--- config.mk ---
export PLATFORM = sky130hd
export DESIGN_NAME = fetch_ctrl_flat
export DESIGN_NICKNAME = d
export VERILOG_FILES = /design/src/rtl/fetch_ctrl_pkg.sv /design/src/rtl/fetch_ctrl_if.sv /design/src/rtl/fetch_ctrl.sv /design/src/flat_wrapper.sv
export SDC_FILE = /design/constraint.sdc
export NUM_CORES = 1
export LEC_CHECK = 0
export BUFFER_PORTS_ARGS = -buffer_cell sky130_fd_sc_hd__buf_2
export CAP_MARGIN = 30
export CELL_PAD_IN_SITES_DETAIL_PLACEMENT = 1
export CELL_PAD_IN_SITES_GLOBAL_PLACEMENT = 2
export CORE_MARGIN = 1.5
export CORE_UTILIZATION = 34
export CTS_CLUSTER_SIZE = 28
export DETAILED_ROUTE_END_ITERATION = 16
export PLACE_DENSITY = 0.83
export SLEW_MARGIN = 15
export SYNTH_ARGS = -nofsm -noshare
export SYNTH_HDL_FRONTEND = slang
export SYNTH_SLANG_ARGS = --single-unit
--- constraint.sdc ---
create_clock -name clk -period 13.36 [get_ports clk]
set_input_delay 1.336 -clock clk [delete_from_list [all_inputs] [get_ports clk]]
set_output_delay 1.336 -clock clk [all_outputs]
set_load 0.01 [all_outputs]
--- src/rtl/fetch_ctrl_pkg.sv ---
// ----------------------------------------------------------------------------
// fetch_ctrl_pkg
// Shared types and constants for the instruction fetch controller.
//   u32 / u64        : plain unsigned word types for instructions and PCs
//   PC_ALIGN_MASK    : clears the two low PC bits (4-byte instruction grain)
//   PC_STEP          : sequential fetch increment
//   fetch_state_t    : fetch FSM encoding {IDLE, REQ, WAIT, HOLD}
//   align_pc()       : applies PC_ALIGN_MASK to a redirect target
// ----------------------------------------------------------------------------
package fetch_ctrl_pkg;

    typedef logic [31:0] u32;
    typedef logic [63:0] u64;

    localparam u64 PC_ALIGN_MASK = 64'hFFFF_FFFF_FFFF_FFFC;
    localparam u64 PC_STEP       = 64'd4;

    typedef enum logic [1:0] {
        IDLE = 2'd0,
        REQ  = 2'd1,
        WAIT = 2'd2,
        HOLD = 2'd3
    } fetch_state_t;

    function automatic u64 align_pc(input u64 pc);
        return pc & PC_ALIGN_MASK;
    endfunction

endpackage

--- src/rtl/fetch_ctrl_if.sv ---
// ----------------------------------------------------------------------------
// fetch_ctrl_if
// Instruction-bus read channel between the fetch controller and memory.
//   ireq_valid     : read request raised by the fetch controller
//   ireq_addr      : read address, stable while ireq_valid is high
//   iresp_addr_ok  : memory accepted the request this cycle
//   iresp_data_ok  : read data valid this cycle
//   iresp_data     : returned instruction word
// Modports: master (fetch controller side), slave (memory side).
// ----------------------------------------------------------------------------
interface fetch_ctrl_if;
    import fetch_ctrl_pkg::*;

    logic ireq_valid;
    u64   ireq_addr;
    logic iresp_addr_ok;
    logic iresp_data_ok;
    u32   iresp_data;

    modport master (
        output ireq_valid,
        output ireq_addr,
        input  iresp_addr_ok,
        input  iresp_data_ok,
        input  iresp_data
    );

    modport slave (
        input  ireq_valid,
        input  ireq_addr,
        output iresp_addr_ok,
        output iresp_data_ok,
        output iresp_data
    );

endinterface

--- src/rtl/fetch_ctrl.sv ---
// ----------------------------------------------------------------------------
// fetch_ctrl
// IF-stage sequencer. Owns the architectural fetch PC, issues one
// instruction-bus read at a time and presents {pc, raw_instr, valid} to the
// fetch stage register. Honours downstream stall and redirects; a response
// made stale by a redirect is completed on the bus and then dropped.
//
// Ports
//   clk, reset      : core clock, asynchronous active-high reset
//   stall           : fetch register cannot accept; hold presented output
//   redirect_valid  : restart fetch at redirect_pc (low two bits ignored)
//   redirect_pc     : redirect target
//   ibus            : instruction-bus read channel (fetch_ctrl_if.master)
//   pc_out          : PC of presented instruction
//   raw_instr_out   : presented instruction word
//   valid_out       : pc_out/raw_instr_out meaningful
//
// Optional build macro FETCH_PERF_CNT_EN adds:
//   perf_fetch_cnt  : instructions consumed downstream (wraps)
//   perf_stall_cnt  : cycles spent holding a stalled instruction (wraps)
// ----------------------------------------------------------------------------
module fetch_ctrl
    import fetch_ctrl_pkg::*;
#(
    parameter u64 RESET_PC = 64'h8000_0000
) (
    input  logic         clk,
    input  logic         reset,
    input  logic         stall,
    input  logic         redirect_valid,
    input  u64           redirect_pc,
    fetch_ctrl_if.master ibus,
    output u64           pc_out,
    output u32           raw_instr_out,
    output logic         valid_out
`ifdef FETCH_PERF_CNT_EN
    ,
    output u64           perf_fetch_cnt,
    output u64           perf_stall_cnt
`endif
);

    fetch_state_t state, state_nxt;

    u64   pc;
    u64   pend_pc;
    logic pend_redir;
    u32   instr_q;

    u64   redir_pc_al;
    logic data_done;
    logic discard;

    assign redir_pc_al = align_pc(redirect_pc);

    // addr_ok and data_ok together in REQ completes the whole transaction.
    assign data_done = ibus.iresp_data_ok &&
                       ((state == WAIT) || ((state == REQ) && ibus.iresp_addr_ok));

    // A redirect seen earlier or in the completing cycle makes the word stale.
    assign discard = pend_redir || redirect_valid;

    // State register
    always_ff @(posedge clk or posedge reset) begin
        if (reset) begin
            state <= IDLE;
        end else begin
            state <= state_nxt;
        end
    end

    // Next-state logic
    always_comb begin
        state_nxt = state;
        case (state)
            IDLE: state_nxt = REQ;
            REQ: begin
                if (data_done) begin
                    state_nxt = discard ? REQ : HOLD;
                end else if (ibus.iresp_addr_ok) begin
                    state_nxt = WAIT;
                end
            end
            WAIT: begin
                if (data_done) begin
                    state_nxt = discard ? REQ : HOLD;
                end
            end
            HOLD: begin
                if (redirect_valid || !stall) begin
                    state_nxt = REQ;
                end
            end
            default: state_nxt = IDLE;
        endcase
    end

    // Output logic: all outputs decode registered state, so they only move on clk edges.
    always_comb begin
        ibus.ireq_valid = (state == REQ);
        ibus.ireq_addr  = pc;
        valid_out       = (state == HOLD);
        pc_out          = pc;
        raw_instr_out   = instr_q;
    end

    // PC, pending redirect and captured instruction
    always_ff @(posedge clk or posedge reset) begin
        if (reset) begin
            pc         <= RESET_PC;
            pend_pc    <= RESET_PC;
            pend_redir <= 1'b0;
            instr_q    <= '0;
        end else begin
            case (state)
                IDLE: begin
                    if (redirect_valid) begin
                        pc <= redir_pc_al;
                    end
                end
                REQ, WAIT: begin
                    if (data_done) begin
                        pend_redir <= 1'b0;
                        if (redirect_valid) begin
                            pc <= redir_pc_al;
                        end else if (pend_redir) begin
                            pc <= pend_pc;
                        end else begin
                            instr_q <= ibus.iresp_data;
                        end
                    end else if (redirect_valid) begin
                        // The bus request cannot be withdrawn; remember the
                        // target and let the outstanding read drain. Last one wins.
                        pend_redir <= 1'b1;
                        pend_pc    <= redir_pc_al;
                    end
                end
                HOLD: begin
                    if (redirect_valid) begin
                        pc <= redir_pc_al;
                    end else if (!stall) begin
                        pc <= pc + PC_STEP;
                    end
                end
                default: ;
            endcase
        end
    end

`ifdef FETCH_PERF_CNT_EN
    always_ff @(posedge clk or posedge reset) begin
        if (reset) begin
            perf_fetch_cnt <= '0;
            perf_stall_cnt <= '0;
        end else begin
            if (valid_out && !stall && !redirect_valid) begin
                perf_fetch_cnt <= perf_fetch_cnt + 64'd1;
            end
            if ((state == HOLD) && stall) begin
                perf_stall_cnt <= perf_stall_cnt + 64'd1;
            end
        end
    end
`endif

endmodule

--- src/flat_wrapper.sv ---
// flat-port wrapper written by rule: the top's interface ports become plain ports
module fetch_ctrl_flat import fetch_ctrl_pkg::*;
#(
    parameter u64 RESET_PC = 64'h8000_0000
)
  (clk, reset, stall, redirect_valid, redirect_pc, pc_out, raw_instr_out, valid_out, ibus_ireq_valid, ibus_ireq_addr, ibus_iresp_addr_ok, ibus_iresp_data_ok, ibus_iresp_data);
  fetch_ctrl_if ibus_i ();
  input  logic clk;
  input  logic reset;
  input  logic stall;
  input  logic redirect_valid;
  input  u64 redirect_pc;
  output u64 pc_out;
  output u32 raw_instr_out;
  output logic valid_out;
  output wire logic [$bits(ibus_i.ireq_valid)-1:0] ibus_ireq_valid;
  output wire logic [$bits(ibus_i.ireq_addr)-1:0] ibus_ireq_addr;
  input wire logic [$bits(ibus_i.iresp_addr_ok)-1:0] ibus_iresp_addr_ok;
  input wire logic [$bits(ibus_i.iresp_data_ok)-1:0] ibus_iresp_data_ok;
  input wire logic [$bits(ibus_i.iresp_data)-1:0] ibus_iresp_data;
  assign ibus_ireq_valid = ibus_i.ireq_valid;
  assign ibus_ireq_addr = ibus_i.ireq_addr;
  assign ibus_i.iresp_addr_ok = ibus_iresp_addr_ok;
  assign ibus_i.iresp_data_ok = ibus_iresp_data_ok;
  assign ibus_i.iresp_data = ibus_iresp_data;
  fetch_ctrl #(.RESET_PC(RESET_PC)) u_core (.clk(clk), .reset(reset), .stall(stall), .redirect_valid(redirect_valid), .redirect_pc(redirect_pc), .ibus(ibus_i), .pc_out(pc_out), .raw_instr_out(raw_instr_out), .valid_out(valid_out));
endmodule
# == Word level (Yosys, flattened, before mapping) ==
# Cells that the tools add are included.
# totals
elab_cells,48
out_inout_bits,162
register_bits,161
in_bits,102
# op_classes
eq_ne,10
muxes,15
n_addsub,1
n_reduce_logical,14
bitwise_logic,3
# ops
operator,count
$mux 64,6
$pmux 64 s3,1
$add 64x3->64 const B,1
$mux 2,5
$pmux 2 s4,1
$reduce_and 4->1,2
$ne 2x1->1 const B,3
$reduce_and 3->1,2
$eq 2x2->1 const B,2
$logic_or 1x1->1,3
$ne 3x1->1 const B,1
$ne 3x2->1 const B,1
$ne 3x3->1 const B,1
$not 1->1,3
$eq 2x1->1 const B,1
$logic_and 1x1->1,2
$logic_not 2->1,1
$mux 1,2
$ne 2x2->1 const B,1
$reduce_and 2->1,1
$reduce_bool 2->1,1
$reduce_or 2->1,1
$logic_not 1->1,1

# == Longest topological paths before layout ==
# Gate-level depths: netlist of run 1.
# logic_depth
depth_word,6
depth_mapped,11
depth_no_buf,8

# == Least setup slack after synthesis of run 1 ==
# Ideal clock, no wire load.
# synth_path
kind,input-to-reg
from,input redirect_valid
to,register u_core.pend_pc[10]
path_stages,5
t_arrival_ps,2999
t_required_ps,13235
n_path_buf,2
setup_ps,125
slack_ps,10236
cell_sequence,clkbuf_1 -> inv_1 -> nor3_1 -> clkbuf_1 -> mux2_2
# synth_between
elab_chain_len,1
# synth_rtl
element,line,source
start: declaration,flat_wrapper.sv:11,input logic redirect_valid;
$reduce_and 3->1 (no source line),-,
end signal: assignment,fetch_ctrl.sv:135,pend_pc <= redir_pc_al;
end: declaration,fetch_ctrl.sv:46,u64 pend_pc;
# Every way passes these cells.
# A chain may end at the register's enable or synchronous reset.

# == Worst setup path in the final report of run 1 ==
# layout_path
from,register u_core.state[0]
to,register u_core.pc[56] (netlist: u_core.ibus.ireq_addr[56])
# layout_between
elab_chain_len,6
word_cells_on_any_way,14
classes_between,7 x eq/ne; 1 x mux; 6 x reduce/logical
# layout_rtl
element,line,source
start: declaration,fetch_ctrl.sv:43,"fetch_state_t state, state_nxt;"
start signal: assignment,fetch_ctrl.sv:68,state <= state_nxt;
$eq 2x1->1,"fetch_ctrl.sv:58, fetch_ctrl.sv:115",
$logic_and 1x1->1,fetch_ctrl.sv:58,((state == WAIT) || ((state == REQ) && ibus.iresp_addr_ok));
$logic_or 1x1->1,fetch_ctrl.sv:58,
$logic_and 1x1->1,fetch_ctrl.sv:57,assign data_done = ibus.iresp_data_ok &&
$ne 2x1->1 (no source line),-,
$reduce_and 4->1 (no source line),-,
end signal: assignment,fetch_ctrl.sv:118,pc <= redir_pc_al;
end signal: assignment,fetch_ctrl.sv:125,pc <= redir_pc_al;
end signal: assignment,fetch_ctrl.sv:127,pc <= pend_pc;
end: declaration,fetch_ctrl.sv:45,u64 pc;
# Several ways; a longest one is shown, not always the timed one.

==> results of run 1 <==
-- state kept, by name, indices dropped and copies added, names as in the netlist --
register	count
u_core.ibus.ireq_addr	62
u_core.pend_pc	62
u_core.pend_redir	1
u_core.raw_instr_out	32
u_core.state	2
-- path summary, 6_finish.rpt --
kind                                               start                   endpoint  cells after the start  slack, ns
worst max register to register           u_core.state[0]  u_core.ibus.ireq_addr[56]                      9       9.83
worst max-delay path                     u_core.state[0]  u_core.ibus.ireq_addr[56]                      9       9.83
worst min-delay path            u_core.raw_instr_out[18]   u_core.raw_instr_out[18]                      1       0.50
max in group asynchronous                          reset          u_core.pend_redir                      5      11.10
min in group asynchronous                          reset   u_core.raw_instr_out[30]                      2       0.88
worst min register to register  u_core.raw_instr_out[18]   u_core.raw_instr_out[18]                      1       0.50
-- worst max-delay path: cells and delay by family (launching register included) --
family,cells,cell delay (ns)
AO/OA/AOI/OAI,4,1.57
buffers and inverters,2,0.66
adder cells (fa/ha/maj),1,0.42
flip-flops,1,0.40
AND/OR/NAND/NOR,2,0.32
-- Yosys cell counts, types with 4 or more instances --
cell       instances  area (µm²)
a31oi_1           16         100
clkbuf_1          53         199
o21a_1             6        45.0
a211oi_1           4        30.0
or3_1              9        56.3
buf_4             66         495
o31ai_1           14         105
o2bb2ai_1          4        35.0
and4_1             4        35.0
a32o_1             9        90.1
o21ai_0           80         400
buf_1              6        22.5
a22o_1             8        70.1
a21oi_1           34         170
nand3_1           38         190
inv_1             18        67.6
o31a_1             6        52.6
nor4_1            14        87.6
o211ai_1           8        60.1
and3_1            13        81.3
dfrtp_1          157        3930
a22oi_1           11        82.6
ha_1               6        75.1
and2_1             5        31.3
a221oi_1          36         315
nor3_1            21         105
a221o_1            6        60.1
nor2_1            61         229
nand2_1           82         308
o41ai_1            5        43.8
or4_1              4        30.0
xnor2_1            9        78.8
nand4_1           18         113
mux2_2            94        1060
nand2b_1          14        87.6
-- power breakdown --
part | internal, W | switching, W | total, W
registers | 0.000733 | 0.000266 | 0.000998
clock network | 0.000301 | 0.000234 | 0.000534
logic | 0.000645 | 0.000865 | 0.00151
-- layer usage --
metal / track usage (%) / routed length [µm] / vias to the layer above
met5: 0 / 26 / -
met4: 4.31 / 257 / 4
met3: 4.61 / 1760 / 23
met2: 37.9 / 15200 / 249
met1: 29.7 / 14500 / 4378
li1: - / - / 3958
-- cells by family (layout without fill, tap and decap cells) --
group / after synthesis / in the layout
AND/OR/NAND/NOR: 300 / 300
other: 1 / 7
XOR/XNOR: 12 / 12
AO/OA/AOI/OAI: 263 / 263
multiplexers: 96 / 96
buffers and inverters: 146 / 329
adder cells (fa/ha/maj): 6 / 6
flip-flops: 159 / 159
-- final cells by class --
cell class	instances	share of cell area, %
antenna	3	0.0669
clock buffer	17	3.79
clock inverter	15	1.74
inverter	18	0.647
multi-input combinational	681	41.1
sequential	159	35.5
tap	341	3.80
timing repair buffer	279	13.4
-- stage by stage --
step	power, W	area, µm²	hold WS [ns]	utilization, %	worst slack [ns]
floorplan	0.00204	9340	0.475	-	7.74
global placement	0.00246	10500	0.482	39.0	9.47
detailed placement	0.00252	10500	0.488	39.1	9.43
CTS	0.00306	11200	0.508	41.4	9.82
global route	0.00327	11200	0.517	41.6	9.59
finish	0.00304	11200	0.501	41.6	9.83
==> flow_summary.ini, run 1 <==
[status]
status = finished clean

[cts]
clockRootBuffer = clkbuf_16
clk_latency_ns = 0.43
clkTransAtPathRegs_ns = 0.07
h-tree-depth = 4
postCtsSetupBuffers = 0
cts_tree = yes
clock_tree.buffer_depth = 2
postCtsResizedCells = 0
cts_hold_buf = 0
cts.sinks = 159
cts_buffers = 17

[routing]
drc_errors = 0
vias = 8612
drt_first_pass_iters = 5
drt_iter0_markers = 679
wl_mm = 31.8
ant_nets = 0
wl_per_cell_um = 21.0
viasPerCell = 5.69

[power_and_ir_drop]
powerDensity_nw_per_um2 = 271
power_leakage_nw = 4.90
vdd_drop_max_uv = 98.6

[final_layout]
register_area_um2 = 3980
syn_to_final_growth_pct = 20.3
fin_nets = 1264
final_cell_mix = buf_2, dfrtp_1, mux2_2
multi_input_area_um2 = 4610
n_fill_cell = 3153
stdcell_count = 1513
drive_gt1_share_pct = 36.3
mostFrequentLayoutCell = buf_2

[timing]
tightest_slew_ns = 0.938
finalMaxSlewViolations = 0
fin_tns_setup_ns = 0
setup_viol = 0
post-route-period-util_pct = 26.4
rsz0062_at_grt = no
fin_skew_ns = 0.0154
fmax_ghz = 0.283
hold_violations = 0
relSlewSlack_pct = 36.9
fin_crit_ns = 3.53

[grt]
grt_max_degree = 94
grt_pass1_vias = 8821
grt_pass1_wl_mm = 49.8
overflow = 0
antenna_found_initial = 5
grt_usage_pct = 22.4

[yosys]
synthArstFlopShare_pct = 100
synth_cell_type_count = 63
ys_seq_elements = 159
synthSimpleGateAreaFrac_pct = 16.0
syn_area_per_cell_um2 = 9.49
synthMuxAreaShare_pct = 11.6
synth_compound_area_share_pct = 19.2
synth_flop_cell = dfrtp_1
synthXorXnorAreaFrac_pct = 1.13
syn_area_um2 = 9330
yosysWarnings = 0
synth_edf_count = 0
synth_fa_ha_area_share_pct = 0.805
yosysSeqAreaShare_pct = 42.7
syn_inst = 983
synth_top_family_by_area = compound AO/OA/AOI/OAI gates

[setup_path]
cp.required_ns = 13.68
worst-setup-path-type = reg2reg
crit_slowest_cell = a2bb2oi_4
endpoint_kind = register
critPathMaxStageDelay_ns = 0.60
cp-start-kind = register
path_cells = inv_1 -> ha_1 -> nor2b_1 -> a211oi_1 -> a2bb2oi_4 -> buf_4 -> nand3_1 -> o21a_1 -> o211a_1
arrival_ns = 3.85
path_max_fanout = 46

[floorplanning]
start_util_pct = 34.6
ios = 264
die_h_um = 169
fp-row-count = 60
die_area_um2 = 28400
die_w_um = 169
core_area_um2 = 27000

[hold_path]
min_path_type = reg2reg

[place]
gp_congestion = 0.779
dp_cells = 1476
port_buffers = 257
dp_hpwl_mm = 21.8

[job]
cap_violations = 0
Power figures use the tool's default switching activity.
==> run 2: changes to the inputs <==
- CORE_UTILIZATION: 34 -> 29
- PLACE_DENSITY: 0.83 -> 0.75
- clock period: 13.36 -> 2.8 ns (I/O delays scaled with it)
==> flow_summary.ini, run 2 (synthesis results as in run 1) <==
[status]
status = finished clean

[timing]
whs_ns = 0.0689
rsz0062_at_grt = no
post-route-period-util_pct = 96.7
fmax_ghz = 0.369
relSlewSlack_pct = 51.4
finalMaxSlewViolations = 0
fin_skew_ns = 0.0148
setup_viol = 0
tightest_slew_ns = 0.729
fin_tns_setup_ns = 0
fin_crit_ns = 2.71
hold_violations = 0

[setup_path]
crit_slowest_cell = or4_1
critPathMaxStageDelay_ns = 0.71
cp.required_ns = 3.18
path_max_fanout = 8
worst-setup-path-type = reg2reg
arrival_ns = 3.09
crit_top_cell = or4_1
cp-start-kind = register
path_cells = nand4_2 -> or4_4 -> or4_1 -> or4_1 -> a21oi_1 -> o31a_1
critPathLaunch = u_core.ibus.ireq_addr[15]
crit_family = simple AND/OR/NAND/NOR gates
endpoint_kind = register
cp.buffers_inverters = 0
r2r-start = u_core.ibus.ireq_addr[15]

[hold_path]
hold_start = ibus_iresp_data[26]
min_path_type = in2reg

[routing]
wl_mm = 34.5
drt_first_pass_iters = 4
drt_iter0_markers = 489
wl_per_cell_um = 21.2
vias = 8889
drc_errors = 0
viasPerCell = 5.47
ant_nets = 0

[floorplanning]
die_h_um = 182
start_util_pct = 29.5
die_area_um2 = 33200
die_w_um = 182
ios = 264
fp-row-count = 65
core_area_um2 = 31600

[cts]
clk_latency_ns = 0.44
clkTransAtPathRegs_ns = 0.07
cts_buffers = 17
clock_tree.buffer_depth = 2
h-tree-depth = 4
postCtsSetupBuffers = 0
clockRootBuffer = clkbuf_16
cts_tree = yes
postCtsResizedCells = 0
cts.sinks = 159

[final_layout]
mostFrequentLayoutCell = buf_2
final_cell_mix = buf_2, dfrtp_1, mux2_2
final_util_pct = 36.9
syn_to_final_growth_pct = 25.3
drive_gt1_share_pct = 38.6
fin_nets = 1315

[power_and_ir_drop]
p_total_w = 0.0152
power_leakage_nw = 5.15
powerDensity_nw_per_um2 = 1310
vdd_drop_max_uv = 588

[grt]
grt_usage_pct = 20.8
grt_max_degree = 93
grt_pass1_vias = 9024
overflow = 0
antenna_found_initial = 7
grt_pass1_wl_mm = 53.2

[place]
port_buffers = 257
dp_hpwl_mm = 24.7
gp_congestion = 0.809

[job]
cap_violations = 0
run 2: per-stage QoR:
| step | setup slack [ns] | instances | area (µm²) |
|---|---|---|---|
| after floorplan | 0.130 | 986 | 9340 |
| after global placement | 0.0978 | 1589 | 11000 |
| after detailed placement | 0.0901 | 1589 | 11000 |
| after CTS | 0.0744 | 1622 | 11700 |
| after global routing | 0.00689 | 1624 | 11700 |
| final | 0.0920 | 1626 | 11700 |
run 2: timing repair:
| item | 4_1_cts | 5_1_grt |
|---|---|---|
| hold buffers | 1 | 0 |
| endpoints found under the setup margin | 0 | 0 |
| hold endpoints to repair | 10 | 0 |
run 2: worst paths after layout:
check	slack, ns	endpoint	depth (start not counted)
worst max-delay path	0.09	u_core.ibus.ireq_addr[58]	6
worst min-delay path	0.07	u_core.raw_instr_out[26]	2
worst max register to register	0.09	u_core.ibus.ireq_addr[58]	6
worst min register to register	0.50	u_core.raw_instr_out[25]	1
max in group asynchronous	1.61	u_core.pend_pc[43]	4
min in group asynchronous	0.36	u_core.ibus.ireq_addr[11]	3
run 2: cell type report:
cell class	count	area [µm²]
clock buffer	19	443
antenna	4	10.0
sequential	159	3980
fill	3680	20000
timing repair buffer	330	1890
multi-input combinational	681	4600
inverter	18	71.3
clock inverter	13	186
tap	402	503
run 2: metal layers:
layer  vias up  track usage, %  wire length, µm
met5         -               0               40
met3        30            4.63             2000
met4         6            4.23              333
met1      4529            27.8            15600
met2       276            34.5            16600
li1       4048               -                -
run 2: power breakdown:
part	switching [W]	internal, W	leakage [nW]	total, W
Combinational	0.00462	0.00353	2.92	0.00815
Clock	0.00106	0.00152	0.307	0.00258
Sequential	0.00102	0.00350	1.93	0.00452
Total	0.00670	0.00855	5.15	0.0152
